===== config.mk =====
export PLATFORM = sky130hd
export DESIGN_NAME = score_arbiter
export DESIGN_NICKNAME = d
export VERILOG_FILES = /design/src/rtl/score_arbiter.sv
export SDC_FILE = /design/constraint.sdc
export NUM_CORES = 1
export LEC_CHECK = 0
export ABC_AREA = 0
export CORE_MARGIN = 2
export CORE_UTILIZATION = 29
export DETAILED_ROUTE_END_ITERATION = 6
export PLACE_DENSITY_LB_ADDON = 0.3
export SYNTH_ARGS = -nofsm -noshare
export SYNTH_HDL_FRONTEND = slang
export SYNTH_SLANG_ARGS = --single-unit

===== constraint.sdc =====
create_clock -name clk -period 1.3 [get_ports clk]
set_input_delay 0.39 -clock clk [delete_from_list [all_inputs] [get_ports clk]]
set_output_delay 0.39 -clock clk [all_outputs]
set_load 0.01 [all_outputs]

===== src/rtl/score_arbiter.sv =====
// Round-robin arbiter that turns request edges from three requesters into
// fixed-amount increments offered to a counter, with a post-handshake holdoff.
module score_arbiter #(
    parameter int unsigned HOLDOFF = 4,
    parameter int unsigned AMT0    = 1,
    parameter int unsigned AMT1    = 2,
    parameter int unsigned AMT2    = 3
) (
    input  logic       clk,
    input  logic       rst,
    input  logic [2:0] req,
    input  logic       inc_ready,
    output logic       inc_valid,
    output logic [3:0] inc_amount,
    output logic [1:0] grant_id,
    output logic [2:0] pending,
    output logic       dropped,
    output logic       busy
);

    typedef enum logic [1:0] {S_IDLE, S_ISSUE, S_HOLD} state_t;

    localparam logic [3:0] AMT0_W    = 4'(AMT0);
    localparam logic [3:0] AMT1_W    = 4'(AMT1);
    localparam logic [3:0] AMT2_W    = 4'(AMT2);
    // Last count value spent in HOLD; unused when HOLDOFF is zero.
    localparam logic [3:0] HOLD_LAST = 4'(HOLDOFF - 1);

    state_t     state_q, state_d;
    logic [2:0] pending_q, pending_d;
    logic [2:0] req_prev_q, req_prev_d;
    logic       dropped_q, dropped_d;
    logic [1:0] last_grant_q, last_grant_d;
    logic [1:0] grant_q, grant_d;
    logic [3:0] amount_q, amount_d;
    logic [3:0] hold_cnt_q, hold_cnt_d;

    logic [2:0] req_event;
    logic [2:0] clr;
    logic [1:0] sel;

    function automatic logic [3:0] amount_of(input logic [1:0] id);
        case (id)
            2'd0:    amount_of = AMT0_W;
            2'd1:    amount_of = AMT1_W;
            default: amount_of = AMT2_W;
        endcase
    endfunction

    assign req_event = req & ~req_prev_q;

    // Round-robin pick: first pending index above last_grant, wrapping mod 3.
    always_comb begin
        sel = 2'd0;
        case (last_grant_q)
            2'd0: begin
                if (pending_q[1])      sel = 2'd1;
                else if (pending_q[2]) sel = 2'd2;
                else                   sel = 2'd0;
            end
            2'd1: begin
                if (pending_q[2])      sel = 2'd2;
                else if (pending_q[0]) sel = 2'd0;
                else                   sel = 2'd1;
            end
            default: begin
                if (pending_q[0])      sel = 2'd0;
                else if (pending_q[1]) sel = 2'd1;
                else                   sel = 2'd2;
            end
        endcase
    end

    // Next-state, grant loading, holdoff counting and pending/dropped bookkeeping.
    always_comb begin
        state_d      = state_q;
        last_grant_d = last_grant_q;
        grant_d      = grant_q;
        amount_d     = amount_q;
        hold_cnt_d   = hold_cnt_q;
        req_prev_d   = req;
        clr          = 3'b000;

        case (state_q)
            S_IDLE: begin
                if (|pending_q) begin
                    state_d      = S_ISSUE;
                    clr[sel]     = 1'b1;
                    last_grant_d = sel;
                    grant_d      = sel;
                    amount_d     = amount_of(sel);
                end
            end
            S_ISSUE: begin
                if (inc_ready) begin
                    hold_cnt_d = 4'd0;
                    state_d    = (HOLDOFF == 0) ? S_IDLE : S_HOLD;
                end
            end
            S_HOLD: begin
                if (hold_cnt_q == HOLD_LAST) begin
                    state_d    = S_IDLE;
                    hold_cnt_d = 4'd0;
                end else begin
                    hold_cnt_d = hold_cnt_q + 4'd1;
                end
            end
            default: state_d = S_IDLE;
        endcase

        // An event on a bit being granted this edge re-arms it without a drop.
        pending_d = (pending_q & ~clr) | req_event;
        dropped_d = dropped_q | (|(req_event & pending_q & ~clr));
    end

    // State register; req_prev keeps tracking req through reset.
    always_ff @(posedge clk) begin
        req_prev_q <= req_prev_d;
        if (rst) begin
            state_q      <= S_IDLE;
            pending_q    <= 3'b000;
            dropped_q    <= 1'b0;
            last_grant_q <= 2'd2;
            grant_q      <= 2'd0;
            amount_q     <= 4'd0;
            hold_cnt_q   <= 4'd0;
        end else begin
            state_q      <= state_d;
            pending_q    <= pending_d;
            dropped_q    <= dropped_d;
            last_grant_q <= last_grant_d;
            grant_q      <= grant_d;
            amount_q     <= amount_d;
            hold_cnt_q   <= hold_cnt_d;
        end
    end

    assign inc_valid  = (state_q == S_ISSUE);
    assign inc_amount = inc_valid ? amount_q : 4'd0;
    assign grant_id   = inc_valid ? grant_q : 2'd0;
    assign pending    = pending_q;
    assign dropped    = dropped_q;
    assign busy       = (state_q != S_IDLE);

endmodule


==> impl_metrics.env, run 1 <==
export IMPL_gp_congestion=0.790
export IMPL_syn_area_per_cell_sq_um=8.64
export IMPL_final_nets=153
export IMPL_synthAdderAreaFrac=0.0146
export IMPL_critical_path_max_fanout=5
export IMPL_start_kind="flop"
export IMPL_holdCritPathClass="flop to flop"
export IMPL_n_antenna_cell=0
export IMPL_max_freq_ghz=0.650
export IMPL_yosysUniqueCellTypes=33
export IMPL_crit_arrival_ns=1.15
export IMPL_dp_hpwl_mm=1.37
export IMPL_synth_seq_area_share=0.421
export IMPL_cts_tree="built"
export IMPL_utilization=0.526
export IMPL_hold_viol=0
export IMPL_finalCriticalPeriod_ns=1.54
export IMPL_fill_cells=255
export IMPL_wl_per_cell_um=13.0
export IMPL_io_pins=18
export IMPL_vdd_drop_max_mv=0.660
export IMPL_die_area_sq_um=3400
export IMPL_antenna_found_initial=0
export IMPL_die_w_um=58.3
export IMPL_ys_warn_count=0
export IMPL_cpMaxStageDelayCell="dfxtp_2"
export IMPL_synth_top_family_by_area="simple AND/OR/NAND/NOR gates"
export IMPL_netlist_area_sq_um=856
export IMPL_cp_slowest_stage_delay_ns=0.33
export IMPL_grt_pass1_vias=856
export IMPL_setup_ws_ns=-0.239
export IMPL_start_util=0.308
export IMPL_fin_crit_sh=1.18
export IMPL_postCtsHoldBufs=0
export IMPL_area_growth_pct=70.9
export IMPL_root_buffer="clkbuf_4"
export IMPL_path_buf_inv=2
export IMPL_clkTransAtPathRegs_ns=0.11
export IMPL_synthFlopType="dfxtp_1"
export IMPL_rsz0062_at_grt="yes"
export IMPL_status="complete, but fails checks"
export IMPL_synthXorXnorAreaFrac=0
export IMPL_path_class="flop to primary output"
export IMPL_drt_iter0_drc=21
export IMPL_core_area_sq_um=2780
export IMPL_rows=19
export IMPL_gr_total_overflow=0
export IMPL_ys_ff_latch=18
export IMPL_final_cell_mix="buf_4 (24), dfxtp_1 (12), buf_6 (10), nand2_1 (6)"
export IMPL_cp_cell_sequence="buf_4 > or2_4 > buf_6"
export IMPL_cts_buffers_inserted=3
export IMPL_cts_max_level=1
export IMPL_route_vias_total=845
export IMPL_ant_nets=0
export IMPL_violations="negative setup slack"
export IMPL_via_per_inst=4.80
export IMPL_leakage_nw=0.584
export IMPL_tns_ns=-2.06
export IMPL_reg2reg_setup_slack_ns=-0.15
export IMPL_grt_usage=0.146
export IMPL_crit_family="flip-flops"
export IMPL_final_setup_viol_count=18
export IMPL_path_depth=3
export IMPL_r2r_cells=5
export IMPL_end_kind="primary output"
export IMPL_slew_viol_final=0
export IMPL_async_flop_share=0
export IMPL_final_layout_size_suffix_gt1_frac=0.559
export IMPL_synth_area_mux_share=0
export IMPL_grt_max_degree=15
export IMPL_dieHeight_um=58.3
export IMPL_cellPowerDensity_nw_per_um2=1020
export IMPL_cap_violations=0
export IMPL_skew_ns=0.00320
export IMPL_portBuffers=15
export IMPL_wirelength_mm=2.28
export IMPL_synthSimpleGateAreaFrac=0.262
export IMPL_drc_errors=0
export IMPL_whs_path_depth=2
export IMPL_cp_required_ns=0.91
export IMPL_final_common_cell="buf_4"
export IMPL_cts_sinks=18
export IMPL_synth_compound_area_share=0.230
export IMPL_syn_inst=99
export IMPL_hold_ws_ns=0.492
export IMPL_grt_pass1_wl_mm=3.73
export IMPL_synth_edff_count=0
export IMPL_cts_path_max_buffers=2
export IMPL_clk_latency_ns=0.30
export IMPL_drt_first_pass_iters=4
[final timing paths]
path	start	to
min reg2reg	dropped	dropped
min	dropped	dropped
max reg2reg	state_q[0]	dropped
max	state_q[1]	busy
[layout make-up]
cell class              instances  area (sq um)  area share
multi-input cells              71           599       0.410
repair buffers                 47           399       0.273
flip-flops and latches         18           370       0.253
well taps                      31          38.8      0.0265
clock buffers                   4          36.3      0.0248
inverters                       5          18.8      0.0128
[cells by family after synthesis]
logic type | Yosys count
buf+inv | 11
flops | 18
fa+ha+maj | 1
compound gates | 28
simple gates | 40
other cells | 1
[cells in the mapped netlist (2+ instances only)]
cell type / number / area [sq um]
a211oi_1: 3 / 22.5
a21oi_1: 12 / 60.1
and2_1: 4 / 25.0
and2b_1: 3 / 22.5
buf_4: 2 / 15.0
clkbuf_2: 2 / 10.0
dfxtp_1: 18 / 360
inv_1: 5 / 18.8
nand2_1: 6 / 22.5
nand2b_1: 4 / 25.0
nand3_1: 2 / 10.0
nor2_1: 7 / 26.3
nor2b_1: 2 / 12.5
nor3_1: 3 / 15.0
o21a_1: 2 / 15.0
o21ai_0: 3 / 15.0
o311ai_2: 2 / 32.5
or2_1: 3 / 18.8
or2_2: 2 / 12.5
[report_power, final]
| group | leakage (nW) | internal (mW) | switching [mW] |
|---|---|---|---|
| sequential | 0.151 | 0.596 | 0.0271 |
| combinational | 0.412 | 0.274 | 0.239 |
| clock | 0.0210 | 0.171 | 0.186 |
| total | 0.584 | 1.04 | 0.452 |
[what timing repair did]
item | CTS | global route
buffers inserted | 8 | 6
gates resized for setup | 72 | 22
pin swaps | 18 | 15
endpoints found under the setup margin | 22 | 23
[per-layer routing]
metal,vias up,GRT usage,part of all wire
met5,-,0,0
met4,0,0.0631,0.012
met3,4,0.0462,0.032
met2,13,0.257,0.54
met1,397,0.161,0.42
li1,431,-,-
[flip-flops by register name, summed over array words and instances, names as in the netlist]
| register | cells |
|---|---|
| state_q | 2 |
| req_prev_q | 3 |
| hold_cnt_q | 4 |
| dropped | 1 |
| amount_q | 2 |
| last_grant_q | 2 |
| grant_q | 1 |
| pending | 3 |
[metrics by stage]
step	setup slack (ns)	cells	power (mW)	area, sq um
2_1_floorplan	0.00102	100	0.813	860
3_3_place_gp	-0.331	158	0.952	1140
3_5_place_dp	-0.346	158	0.957	1140
4_1_cts	-0.253	170	1.42	1320
5_1_grt	-0.283	176	1.57	1460
6_report	-0.239	176	1.49	1460
[worst reg2reg max path: cells and delay by family, from the launching register on]
family	cells	cell delay, ns
compound gates	2	0.20
simple gates	2	0.68
flops	1	0.34
buf+inv	1	0.11
(Power assumes the default switching activity.)
==> inputs of run 2 (changes only) <==
--- a/config.mk
+++ b/config.mk
@@ -9,6 +9,7 @@
 export CORE_MARGIN = 2
 export CORE_UTILIZATION = 29
 export DETAILED_ROUTE_END_ITERATION = 6
+export GPL_ROUTABILITY_DRIVEN = 0
 export PLACE_DENSITY_LB_ADDON = 0.3
 export SYNTH_ARGS = -nofsm -noshare
 export SYNTH_HDL_FRONTEND = slang
==> results of run 2 <==
No change in the layout: final DEF, timing and power equal those of run 1.
==> inputs of run 3 (changes only) <==
==> constraint.sdc (replaced) <==
create_clock -name clk -period 1.3 [get_ports clk]
set_input_delay 0.39 -clock clk [delete_from_list [all_inputs] [get_ports clk]]
set_output_delay 0.39 -clock clk [all_outputs]
set_load 0.05 [all_outputs]
==> impl_metrics.env, run 3 (synthesized netlist as in run 1, its figures left out) <==
export IMPL_status="complete, but fails checks"
export IMPL_violations="negative setup slack"
export IMPL_cts_tree="built"
export IMPL_final_layout_size_suffix_gt1_frac=0.515
export IMPL_utilization=0.528
export IMPL_cts_max_level=1
export IMPL_grt_pass1_wl_mm=3.47
export IMPL_die_area_sq_um=3400
export IMPL_cp_slowest_stage_delay_ns=0.34
export IMPL_cpMaxStageDelayCell="dfxtp_2"
export IMPL_cap_violations=0
export IMPL_drt_first_pass_iters=4
export IMPL_grt_max_degree=11
export IMPL_leakage_nw=0.562
export IMPL_dieHeight_um=58.3
export IMPL_tns_ns=-2.46
export IMPL_final_common_cell="buf_4"
export IMPL_path_class="flop to primary output"
export IMPL_drc_errors=0
export IMPL_via_per_inst=4.83
export IMPL_max_freq_ghz=0.620
export IMPL_path_buf_inv=1
export IMPL_start_util=0.308
export IMPL_largest_reg_flops=4
export IMPL_cts_buffers_inserted=3
export IMPL_cts_sinks=18
export IMPL_area_growth_pct=71.5
export IMPL_skew_ns=0.00229
export IMPL_slew_viol_final=0
export IMPL_antenna_found_initial=0
export IMPL_core_area_sq_um=2780
export IMPL_final_setup_viol_count=12
export IMPL_cts_path_max_buffers=2
export IMPL_clk_latency_ns=0.30
export IMPL_crit_family="simple AND/OR/NAND/NOR gates"
export IMPL_final_cell_mix="buf_4 (18), dfxtp_1 (12), buf_12 (11), a21oi_1 (7), nor2_1 (7)"
export IMPL_rows=19
export IMPL_cp_cell_sequence="and2b_2 > and2_4 > buf_12"
export IMPL_rsz0062_at_grt="yes"
export IMPL_grt_usage=0.133
export IMPL_portBuffers=15
export IMPL_ant_nets=0
export IMPL_gr_total_overflow=0
export IMPL_final_nets=144
export IMPL_finalCriticalPeriod_ns=1.61
export IMPL_holdCritPathClass="flop to flop"
export IMPL_place_ws_ns=-0.117
export IMPL_fin_crit_sh=1.24
export IMPL_cp_required_ns=0.91
export IMPL_die_w_um=58.3
export IMPL_n_antenna_cell=0
export IMPL_stdcell_count=167
export IMPL_root_buffer="clkbuf_4"
export IMPL_route_vias_total=807
export IMPL_cellPowerDensity_nw_per_um2=1050
export IMPL_io_pins=18
export IMPL_regMostFlops="hold_cnt_q"
export IMPL_crit_arrival_ns=1.22
export IMPL_dp_hpwl_mm=1.42
export IMPL_clkTransAtPathRegs_ns=0.11
export IMPL_wl_per_cell_um=12.9
export IMPL_dpl_cell_count=152
export IMPL_grt_pass1_vias=769
export IMPL_setup_ws_ns=-0.313
export IMPL_start_kind="flop"
export IMPL_critical_path_max_fanout=6
export IMPL_end_kind="primary output"
export IMPL_postCtsHoldBufs=0
export IMPL_vdd_drop_max_mv=0.720
export IMPL_wirelength_mm=2.15
export IMPL_hold_viol=0
export IMPL_drt_iter0_drc=11
## run 3: cell count changes in the layout (fill, tap and decap cells not counted), moves of 5 or more
cell    delta
buf_4      -6
buf_12    +11
buf_2      -5
buf_6      -6
## run 3: final timing paths
check                      to  cells after the start         from  slack [ns]
setup / recovery  grant_id[1]                      3   state_q[1]       -0.31
hold / removal    amount_q[0]                      2  amount_q[0]        0.49
setup reg to reg      dropped                      6   state_q[0]       -0.23
hold reg to reg   amount_q[0]                      2  amount_q[0]        0.49
## run 3: report_power, final
part	total (mW)	internal [mW]	switching, mW
Combinational	0.557	0.285	0.272
Sequential	0.636	0.594	0.0417
Clock	0.352	0.171	0.181
## run 3: repair_timing
item | 4_1_cts | 5_1_grt
buffers inserted | 7 | 4
hold endpoints to repair | 0 | 0
pin swaps | 11 | 9
resized for setup | 12 | 15
endpoints found under the setup margin | 12 | 20
## run 3: final cells by class
| cell class | instances | area (sq um) |
|---|---|---|
| fillers | 244 | 1310 |
| multi-input cells | 71 | 548 |
| repair buffers | 38 | 450 |
| well taps | 31 | 38.8 |
| flip-flops and latches | 18 | 375 |
| clock buffers | 4 | 36.3 |
| inverters | 5 | 18.8 |
## run 3: worst min-delay path: cells and delay by family, from the launching register on
family / cells / cell delay [ns]
DFF: 1 / 0.32
AOI/OAI and AO/OA: 2 / 0.12
## run 3: per-stage QoR
step	hold WS (ns)	cell area [sq um]	power, mW
floorplan	0.418	922	0.927
global placement	0.467	1260	1.10
detailed placement	0.470	1260	1.11
CTS	0.485	1380	1.51
global route	0.511	1470	1.63
finish	0.486	1470	1.54
## run 3: metal layers
layer,up-vias,track usage,routed length [um],share of wire
met4,0,0.0399,19,0.0088
li1,415,-,-,-
met2,15,0.230,1100,0.51
met5,-,0,0,0
met3,2,0.0396,61,0.028
met1,375,0.159,970,0.45
